--- src/rtl/mem_bus_pkg.sv ---
// Shared target encoding, priority decode helper and the default SoC region map
// for the Vicuna/Ibex data-memory router.
package mem_bus_pkg;

    localparam int MAX_SLV = 8;

    // Wide enough for MAX_SLV regions plus the decode-error encoding
    typedef logic [$clog2(MAX_SLV + 1)-1:0] tgt_t;

    localparam logic [31:0] SRAM_BASE      = 32'h0000_0000;
    localparam logic [31:0] SRAM_MASK      = 32'hFFF0_0000;
    localparam logic [31:0] GPIO_BASE      = 32'h1000_0000;
    localparam logic [31:0] GPIO_MASK      = 32'hFFFF_F000;
    localparam logic [31:0] FLASH_SPI_BASE = 32'h2000_0000;
    localparam logic [31:0] FLASH_SPI_MASK = 32'hFF00_0000;
    // Programming SPI window encloses the flash window; flash wins by priority
    localparam logic [31:0] PROG_SPI_BASE  = 32'h2000_0000;
    localparam logic [31:0] PROG_SPI_MASK  = 32'hF000_0000;

    localparam logic [4*32-1:0] SOC_SLV_BASE =
        {PROG_SPI_BASE, FLASH_SPI_BASE, GPIO_BASE, SRAM_BASE};
    localparam logic [4*32-1:0] SOC_SLV_MASK =
        {PROG_SPI_MASK, FLASH_SPI_MASK, GPIO_MASK, SRAM_MASK};

    function automatic tgt_t decerr_tgt(input int num_slv);
        return tgt_t'(num_slv);
    endfunction

    function automatic tgt_t addr_decode(input logic [MAX_SLV-1:0] hit,
                                         input int num_slv);
        tgt_t t;
        t = decerr_tgt(num_slv);
        for (int i = MAX_SLV - 1; i >= 0; i--) begin
            if (i < num_slv && hit[i]) t = tgt_t'(i);
        end
        return t;
    endfunction

endpackage

--- src/rtl/mem_bus_decoder.sv ---
// Combinational region decoder: per-region hit vector and lowest-index target,
// with NUM_SLV meaning no enabled region matched.
module mem_bus_decoder
    import mem_bus_pkg::*;
#(
    parameter int ADDR_W  = 32,
    parameter int NUM_SLV = 4,
    parameter logic [NUM_SLV*ADDR_W-1:0] SLV_BASE = '0,
    parameter logic [NUM_SLV*ADDR_W-1:0] SLV_MASK = '0,
    parameter int TGT_W = $clog2(NUM_SLV + 1)
) (
    input  logic [ADDR_W-1:0]  addr,
    input  logic [NUM_SLV-1:0] region_en,
    output logic [NUM_SLV-1:0] hit,
    output logic [TGT_W-1:0]   tgt
);

    logic [MAX_SLV-1:0] hit_ext;

    always_comb begin
        hit = '0;
        for (int i = 0; i < NUM_SLV; i++) begin
            hit[i] = region_en[i] &&
                     ((addr & SLV_MASK[i*ADDR_W +: ADDR_W]) == SLV_BASE[i*ADDR_W +: ADDR_W]);
        end
        hit_ext = MAX_SLV'(hit);
        tgt     = TGT_W'(addr_decode(hit_ext, NUM_SLV));
    end

endmodule

--- src/rtl/mem_bus_router.sv ---
// Routes the core data-memory request stream to NUM_SLV address regions with a
// bounded number of outstanding requests, all to one target so responses stay in order.
module mem_bus_router
    import mem_bus_pkg::*;
#(
    parameter int MEM_W   = 32,
    parameter int ADDR_W  = 32,
    parameter int NUM_SLV = 4,
    parameter int MAX_OUT = 4,
    parameter logic [NUM_SLV*ADDR_W-1:0] SLV_BASE = '0,
    parameter logic [NUM_SLV*ADDR_W-1:0] SLV_MASK = '0
) (
    input  logic                     clk,
    input  logic                     rst,
    input  logic [NUM_SLV-1:0]       region_en_i,
    input  logic                     host_req_i,
    output logic                     host_gnt_o,
    input  logic [ADDR_W-1:0]        host_addr_i,
    input  logic                     host_we_i,
    input  logic [MEM_W/8-1:0]       host_be_i,
    input  logic [MEM_W-1:0]         host_wdata_i,
    output logic                     host_rvalid_o,
    output logic                     host_err_o,
    output logic [MEM_W-1:0]         host_rdata_o,
    output logic [NUM_SLV-1:0]       slv_req_o,
    input  logic [NUM_SLV-1:0]       slv_gnt_i,
    output logic [ADDR_W-1:0]        slv_addr_o,
    output logic                     slv_we_o,
    output logic [MEM_W/8-1:0]       slv_be_o,
    output logic [MEM_W-1:0]         slv_wdata_o,
    input  logic [NUM_SLV-1:0]       slv_rvalid_i,
    input  logic [NUM_SLV-1:0]       slv_err_i,
    input  logic [NUM_SLV*MEM_W-1:0] slv_rdata_i,
    output logic                     stray_rsp_o
);

    localparam int TGT_W = $clog2(NUM_SLV + 1);
    localparam int CNT_W = $clog2(MAX_OUT + 1);
    localparam logic [TGT_W-1:0] DECERR  = TGT_W'(decerr_tgt(NUM_SLV));
    localparam logic [CNT_W-1:0] CNT_MAX = CNT_W'(MAX_OUT);

    logic [NUM_SLV-1:0] hit;
    logic [TGT_W-1:0]   tgt;
    logic [TGT_W-1:0]   cur_tgt;
    logic [CNT_W-1:0]   cnt;
    logic               dec_miss;
    logic               allow;
    logic               stray_now;

    mem_bus_decoder #(
        .ADDR_W   (ADDR_W),
        .NUM_SLV  (NUM_SLV),
        .SLV_BASE (SLV_BASE),
        .SLV_MASK (SLV_MASK),
        .TGT_W    (TGT_W)
    ) u_decoder (
        .addr      (host_addr_i),
        .region_en (region_en_i),
        .hit       (hit),
        .tgt       (tgt)
    );

    assign dec_miss    = ~|hit;
    assign allow       = (cnt < CNT_MAX) && ((cnt == '0) || (tgt == cur_tgt));
    assign slv_addr_o  = host_addr_i;
    assign slv_we_o    = host_we_i;
    assign slv_be_o    = host_be_i;
    assign slv_wdata_o = host_wdata_i;

    // Request steering never looks at slv_gnt_i, so slaves may grant combinationally
    always_comb begin
        slv_req_o  = '0;
        host_gnt_o = 1'b0;
        if (!rst && host_req_i && allow) begin
            host_gnt_o = dec_miss;
            for (int i = 0; i < NUM_SLV; i++) begin
                if (tgt == TGT_W'(i)) begin
                    slv_req_o[i] = 1'b1;
                    host_gnt_o   = slv_gnt_i[i];
                end
            end
        end
    end

    always_comb begin
        host_rvalid_o = 1'b0;
        host_err_o    = 1'b0;
        host_rdata_o  = '0;
        stray_now     = 1'b0;
        for (int i = 0; i < NUM_SLV; i++) begin
            if (slv_rvalid_i[i] && ((cnt == '0) || (cur_tgt != TGT_W'(i)))) stray_now = 1'b1;
        end
        if (!rst && cnt != '0) begin
            if (cur_tgt == DECERR) begin
                host_rvalid_o = 1'b1;
                host_err_o    = 1'b1;
            end else begin
                for (int i = 0; i < NUM_SLV; i++) begin
                    if (cur_tgt == TGT_W'(i) && slv_rvalid_i[i]) begin
                        host_rvalid_o = 1'b1;
                        host_err_o    = slv_err_i[i];
                        host_rdata_o  = slv_rdata_i[i*MEM_W +: MEM_W];
                    end
                end
            end
        end
    end

    always_ff @(posedge clk) begin
        if (rst) begin
            cnt         <= '0;
            cur_tgt     <= '0;
            stray_rsp_o <= 1'b0;
        end else begin
            if (host_gnt_o) cur_tgt <= tgt;
            if (host_gnt_o && !host_rvalid_o) begin
                cnt <= cnt + 1'b1;
            end else if (!host_gnt_o && host_rvalid_o) begin
                cnt <= cnt - 1'b1;
            end
            if (stray_now) stray_rsp_o <= 1'b1;
        end
    end

endmodule

--- config.mk ---
export PLATFORM = sky130hd
export DESIGN_NAME = mem_bus_router
export DESIGN_NICKNAME = d
export VERILOG_FILES = /design/src/rtl/mem_bus_pkg.sv /design/src/rtl/mem_bus_decoder.sv /design/src/rtl/mem_bus_router.sv
export SDC_FILE = /design/constraint.sdc
export NUM_CORES = 1
export LEC_CHECK = 0
export BUFFER_PORTS_ARGS = -buffer_cell sky130_fd_sc_hd__clkbuf_2
export CORE_AREA = 3 3 125 127
export CTS_BUF_LIST = sky130_fd_sc_hd__clkbuf_2 sky130_fd_sc_hd__clkbuf_4 sky130_fd_sc_hd__clkbuf_8
export DETAILED_ROUTE_END_ITERATION = 8
export DIE_AREA = 0 0 128 130
export GPL_ROUTABILITY_DRIVEN = 0
export SLEW_MARGIN = 15
export SYNTH_ARGS = -nofsm -noshare
export SYNTH_HDL_FRONTEND = slang
export SYNTH_SLANG_ARGS = --single-unit
--- constraint.sdc ---
create_clock -name clk -period 3.2 [get_ports clk]
set_input_delay 0.96 -clock clk [delete_from_list [all_inputs] [get_ports clk]]
set_output_delay 0.96 -clock clk [all_outputs]
set_load 0.05 [all_outputs]
==> results.py, run 1 <==
metrics = {
    "route": {
        "num_vias": 2564,
        "drt_iter0_drc": 242,
        "detail-route-antenna-nets": 0,
        "wl_met3_um": 1883,
        "dr_wl_met2_um": 5555,
        "wl_met1_um": 4072,
        "wl_per_cell_um": 20.47,
        "drc": 0,
        "wirelength_um": 11940,
        "firstDrtPassIters": 5,
        "routed.top_layer": "met4",
        "viasPerCell": 4.398,
    },
    "synthesis": {
        "syn_inst": 275,
        "yosys_warnings": 0,
        "synth_fa_ha_area_share_pct": 1.661,
        "synth_compound_area_share_pct": 31.12,
        "synth_edf_count": 0,
        "syn_area_mm2": 0.001958,
        "synth_top_area_cell": "buf_4",
        "synth_top_area_share_pct": 26.45,
        "yosys_most_used_dff": "dfxtp_1",
        "async_reset_ff_share_pct": 0,
        "netlist_top_cells_area": "buf_4 (26%), a222oi_1 (16%), a21oi_1 (9.2%), nand2_1 (7.5%), dfxtp_1 (7.2%)",
        "synth.distinct_cells": 39,
        "synthSimpleGateAreaFrac_pct": 20.45,
        "muxShareOfSynthArea_pct": 3.642,
        "synth_seq_area_share_pct": 7.157,
        "synth-seq-cells": 7,
        "syn-num-nets": 493,
        "synth_top_family_by_area": "buffers and inverters",
        "synth.avg_cell_area_um2": 7.120,
        "synth_xor_xnor_area_share_pct": 1.342,
    },
    "placed_design": {
        "place_inst": 575,
        "place_area_mm2": 0.003087,
        "hpwl_um": 10110,
        "portBuffers": 186,
    },
    "die": {
        "rows": 44,
        "ios": 325,
        "core_mm2": 0.01453,
        "die_w_um": 128,
        "die_h_um": 130,
        "start_util_pct": 13.47,
        "dieArea_mm2": 0.01664,
    },
    "cts": {
        "root_buffer": "clkbuf_8",
        "clock_path_buffers": 2,
        "numClockSinks": 7,
        "clk_latency_ps": 230,
        "cts_tree": "yes",
        "cts_made_buffers": 3,
        "h-tree-depth": 1,
        "clk_pin_slew_worst_paths_ps": 40,
    },
    "outcome": {
        "violations": "negative setup slack",
        "status": "finished, violations left",
    },
    "power": {
        "ir_drop_mv": 0.1294,
        "powerDensity_mw_per_mm2": 342.3,
        "leakagePower_nw": 1.418,
    },
    "timing": {
        "worst_slew_pin_slew_ps": 565.2,
        "fin_crit_sh_pct": 101.2,
        "setup_viol": 2,
        "slew_violations": 0,
        "whs_ps": 509.0,
        "fin_worst_skew_ps": 1.323,
        "rsz0062_at_grt": "true",
        "setup_tns_ps": -73.24,
        "finalCriticalPeriod_ps": 3238,
        "hold_violations": 0,
        "finalWorstSetupSlack_ps": -37.89,
        "fmax_ghz": 0.3088,
        "maxSlewHeadroom_pct": 62.27,
    },
    "finish": {
        "final_common_cell": "clkbuf_2",
        "antennaDiodeCount": 0,
        "final_area_mm2": 0.003258,
        "layout_common_cells": "clkbuf_2 (158), nand2_1 (39), a222oi_1 (32)",
        "nets": 618,
        "final_core_utilization_pct": 22.42,
        "nFillCells": 1636,
        "drive_above_1_share_pct": 61.15,
        "stdcell_count": 583,
        "area_growth_pct": 66.39,
    },
    "global_routing": {
        "gr-total-overflow": 0,
        "grt_pass1_vias": 2282,
        "antenna_found_initial": 0,
        "grt_max_degree": 33,
        "grt_use_total_pct": 12.30,
        "grt_pass1_wl_um": 15170,
    },
    "worst_setup_path": {
        "worstSetupStartpointType": "input port",
        "cp.required_ps": 2240,
        "r2r_slack_ps": 320,
        "end_kind": "output port",
        "cp_data_arrival_time_ps": 2280,
        "crit_fanout": 4,
        "worstSetupPathType": "input port to output port",
        "r2r_cells": 13,
    },
    "run": {
        "maxCapViolCount": 0,
    },
    "hold_path": {
        "hold_class": "register to register",
        "min_path_cells": 2,
    },
}
through the flow:
stage               setup slack, ps  power, mW
global route                 -92.83      1.194
floorplan                    -132.6     0.8177
CTS                          -43.40      1.113
detailed placement           -59.40     0.9672
finish                       -37.89      1.115
global placement             -42.78     0.9638
sequential cells by signal, summed over array words and instances (netlist names):
name,flops
cnt,3
stray_rsp_o,1
cur_tgt,3
cells by family (layout without fill, tap and decap cells):
logic type                 count (synthesis)  after routing
DFF                                        7              7
adders and majority gates                  2              2
muxes                                      7              7
xor gates and xnor gates                   3              3
AOI/OAI and AO/OA                         83             83
buffers and inverters                     96            220
and+or+nand+nor                           77             77
what timing repair did:
item,CTS,global route
hold buffers,0,0
setup endpoints to repair,3,25
setup buffers,1,2
pin swaps,1,4
gates cloned,0,1
gates resized for setup,4,19
synthesized netlist by cell type (2+ instances only):
| master | instances |
|---|---|
| xor2_1 | 2 |
| nand2_1 | 39 |
| nor2_1 | 17 |
| mux2i_1 | 6 |
| o21ai_0 | 5 |
| a21oi_2 | 2 |
| a222oi_1 | 32 |
| buf_4 | 69 |
| clkbuf_1 | 5 |
| nor4_2 | 3 |
| dfxtp_1 | 7 |
| nand2b_1 | 4 |
| a21oi_1 | 36 |
| buf_6 | 6 |
| o221ai_1 | 2 |
| inv_1 | 4 |
| and3_1 | 2 |
| a31oi_1 | 2 |
| buf_2 | 11 |
| nor3_1 | 2 |
area by class of cell:
| cell class | count | area [µm²] | share of cell area, % |
|---|---|---|---|
| multi-input combinational | 172 | 1235 | 37.90 |
| inverter | 5 | 18.77 | 0.5760 |
| timing repair buffer | 211 | 1585 | 48.66 |
| sequential | 7 | 140.1 | 4.301 |
| tap | 184 | 230.2 | 7.066 |
| clock buffer | 4 | 48.80 | 1.498 |
power breakdown:
part	internal [mW]	leakage (nW)	total (mW)	switching, mW
logic	0.354	1.33	0.851	0.497
clock network	0.0947	0.0262	0.133	0.0384
registers	0.104	0.0572	0.131	0.0268
total	0.553	1.42	1.12	0.562
worst max-delay path, cell delays in order:
cell      delay (ps)
buf_8            100
nand2b_4         140
a21oi_4          170
xnor2_2          150
a21oi_2           80
or2_4            300
nor4_4           200
buf_12           180
final timing paths:
path                           startpoint             endpoint
hold / removal        cnt[2]$_SDFFE_PP0P_  cnt[2]$_SDFFE_PP0P_
setup / recovery           region_en_i[2]         slv_req_o[2]
setup reg to reg  cur_tgt[1]$_SDFFE_PP0P_  cnt[2]$_SDFFE_PP0P_
hold reg to reg       cnt[2]$_SDFFE_PP0P_  cnt[2]$_SDFFE_PP0P_
routing by layer:
layer  track usage [%]  vias to the layer above
li1                  -                     1192
met1             13.26                     1167
met2             19.29                      171
met3             7.859                       34
met4             5.119                        0
met5                 0                        -
Note: power is estimated with default switching activity, not from simulation.
==> run 2: changes to the inputs <==
TNS_END_PERCENT = 1   (was not set)
==> results.py, run 2 (synthesis gave the netlist of run 1 again) <==
metrics = {
    "cts": {
        "clk_pin_slew_worst_paths_ps": 40,
        "clock_path_buffers": 2,
        "cts_hold_buffers": 0,
        "cts_setup_buffers": 0,
        "clk_latency_ps": 230,
        "numClockSinks": 7,
        "cts_made_buffers": 3,
        "cts_tree": "yes",
        "h-tree-depth": 1,
        "root_buffer": "clkbuf_8",
    },
    "placed_design": {
        "hpwl_um": 9367,
        "place_area_mm2": 0.003087,
        "post-place-ws_ps": -137.0,
        "portBuffers": 186,
    },
    "timing": {
        "setup_tns_ps": -76.70,
        "finalWorstSetupSlack_ps": -38.70,
        "fin_crit_sh_pct": 101.2,
        "whs_ps": 503.4,
        "fmax_ghz": 0.3088,
        "slew_violations": 0,
        "hold_violations": 0,
        "setup_viol": 2,
        "finalCriticalPeriod_ps": 3239,
        "rsz0062_at_grt": "true",
        "maxSlewHeadroom_pct": 73.54,
        "fin_worst_skew_ps": 0.7450,
        "worst_slew_pin_slew_ps": 393.8,
    },
    "die": {
        "ios": 325,
        "start_util_pct": 13.47,
        "die_w_um": 128,
        "core_mm2": 0.01453,
        "dieArea_mm2": 0.01664,
        "die_h_um": 130,
        "rows": 44,
    },
    "worst_setup_path": {
        "r2r-start": "cur_tgt[1]$_SDFFE_PP0P_",
        "crit_path_frequent_cell": "a21oi_2",
        "worstPathCellList": "buf_8 > nand2b_4 > a21oi_2 > xnor2_1 > a21oi_2 > or2_4 > nor4_4 > buf_12",
        "r2r_end": "cnt[2]$_SDFFE_PP0P_",
        "end_kind": "output port",
        "crit_path_top_delay_cell": "or2_4",
        "critPathTopFamily": "simple AND/OR/NAND/NOR gates",
        "crit_fanout": 4,
        "cp.depth": 8,
        "cp_data_arrival_time_ps": 2280,
        "worstSetupStartpointType": "input port",
        "critical_path.startpoint": "region_en_i[2]",
        "crit_buf_inv": 2,
        "r2r_slack_ps": 560,
        "r2r_cells": 12,
        "slowest_delay_ps": 300,
        "cp.required_ps": 2240,
        "endpoint": "slv_req_o[2]",
        "worstSetupPathType": "input port to output port",
    },
    "finish": {
        "final_area_mm2": 0.003201,
        "reg_top3": "cnt (3), cur_tgt (3), stray_rsp_o (1)",
        "antennaDiodeCount": 0,
        "area_growth_pct": 63.45,
        "nets": 620,
        "layout_common_cells": "clkbuf_2 (153), nand2_1 (39), a222oi_1 (32)",
        "final_common_cell": "clkbuf_2",
        "drive_above_1_share_pct": 61.35,
    },
    "route": {
        "wirelength_um": 10890,
        "drc": 0,
        "viasPerCell": 4.383,
        "drt_iter0_drc": 245,
        "firstDrtPassIters": 7,
        "num_vias": 2564,
        "wl_per_cell_um": 18.62,
        "detail-route-antenna-nets": 0,
    },
    "global_routing": {
        "use_met1_pct": 14.58,
        "gr-total-overflow": 0,
        "grt_use_met2_pct": 17.16,
        "grt_pass1_vias": 2267,
        "grt_use_total_pct": 11.48,
        "use_met3_pct": 5.894,
        "antenna_found_initial": 2,
        "grt-busiest-layer": "met2",
        "grt_max_degree": 23,
        "grt_pass1_wl_um": 14330,
    },
    "power": {
        "leakagePower_nw": 1.422,
        "ir_drop_mv": 0.2005,
        "powerDensity_mw_per_mm2": 346.3,
    },
    "hold_path": {
        "worstHoldStart": "cur_tgt[1]$_SDFFE_PP0P_",
        "hold_class": "register to register",
        "min_path_cells": 2,
    },
    "outcome": {
        "violations": "negative setup slack",
        "status": "finished, violations left",
    },
    "run": {
        "maxCapViolCount": 0,
    },
}
## run 2: cell count changes in the layout (fill, tap and decap cells not counted), sizes merged
cell	change
clkbuf	-6
buf	+8
## run 2: metal layers
| metal | wire length (µm) | vias up |
|---|---|---|
| met2 | 4876 | 193 |
| met4 | 234 | 4 |
| met5 | 24 | - |
| li1 | - | 1196 |
| met1 | 4172 | 1145 |
| met3 | 1582 | 26 |
## run 2: worst min path at each step
stage                              endpoint  slack [ps]
floorplan               cnt[2]$_SDFFE_PP0P_         470
global placement    cur_tgt[1]$_SDFFE_PP0P_         500
detailed placement  cur_tgt[1]$_SDFFE_PP0P_         500
CTS                 cur_tgt[1]$_SDFFE_PP0P_         510
global route            cnt[2]$_SDFFE_PP0P_         550
finish              cur_tgt[1]$_SDFFE_PP0P_         500
## run 2: where the power goes
group	switching, mW	internal (mW)
Sequential	0.0256	0.104
Combinational	0.500	0.345
Clock	0.0397	0.0948
Total	0.565	0.543
## run 2: metrics by stage
| stage | utilization, % | power (mW) | cells |
|---|---|---|---|
| after floorplan | - | 0.8177 | 275 |
| after global placement | 21.24 | 0.9628 | 581 |
| after detailed placement | 21.24 | 0.9664 | 581 |
| after CTS | 21.76 | 1.114 | 585 |
| after global routing | 22.02 | 1.183 | 585 |
| final | 22.02 | 1.108 | 585 |
## run 2: layout make-up
type | instances | area [µm²]
Clock buffer | 4 | 48.80
Fill cell | 1616 | 11330
Inverter | 5 | 18.77
Multi-Input combinational cell | 172 | 1225
Sequential cell | 7 | 140.1
Tap cell | 184 | 230.2
Timing Repair Buffer | 213 | 1538
## run 2: worst min-delay path: cells and delay by family, from the launching register on
family	cells	cell delay, ps
DFF	1	330
muxes	1	50
and+or+nand+nor	1	70
## run 2: what timing repair did
action	CTS	global route
gates resized for setup	6	21
setup endpoints to repair	13	28
pin swaps	2	11
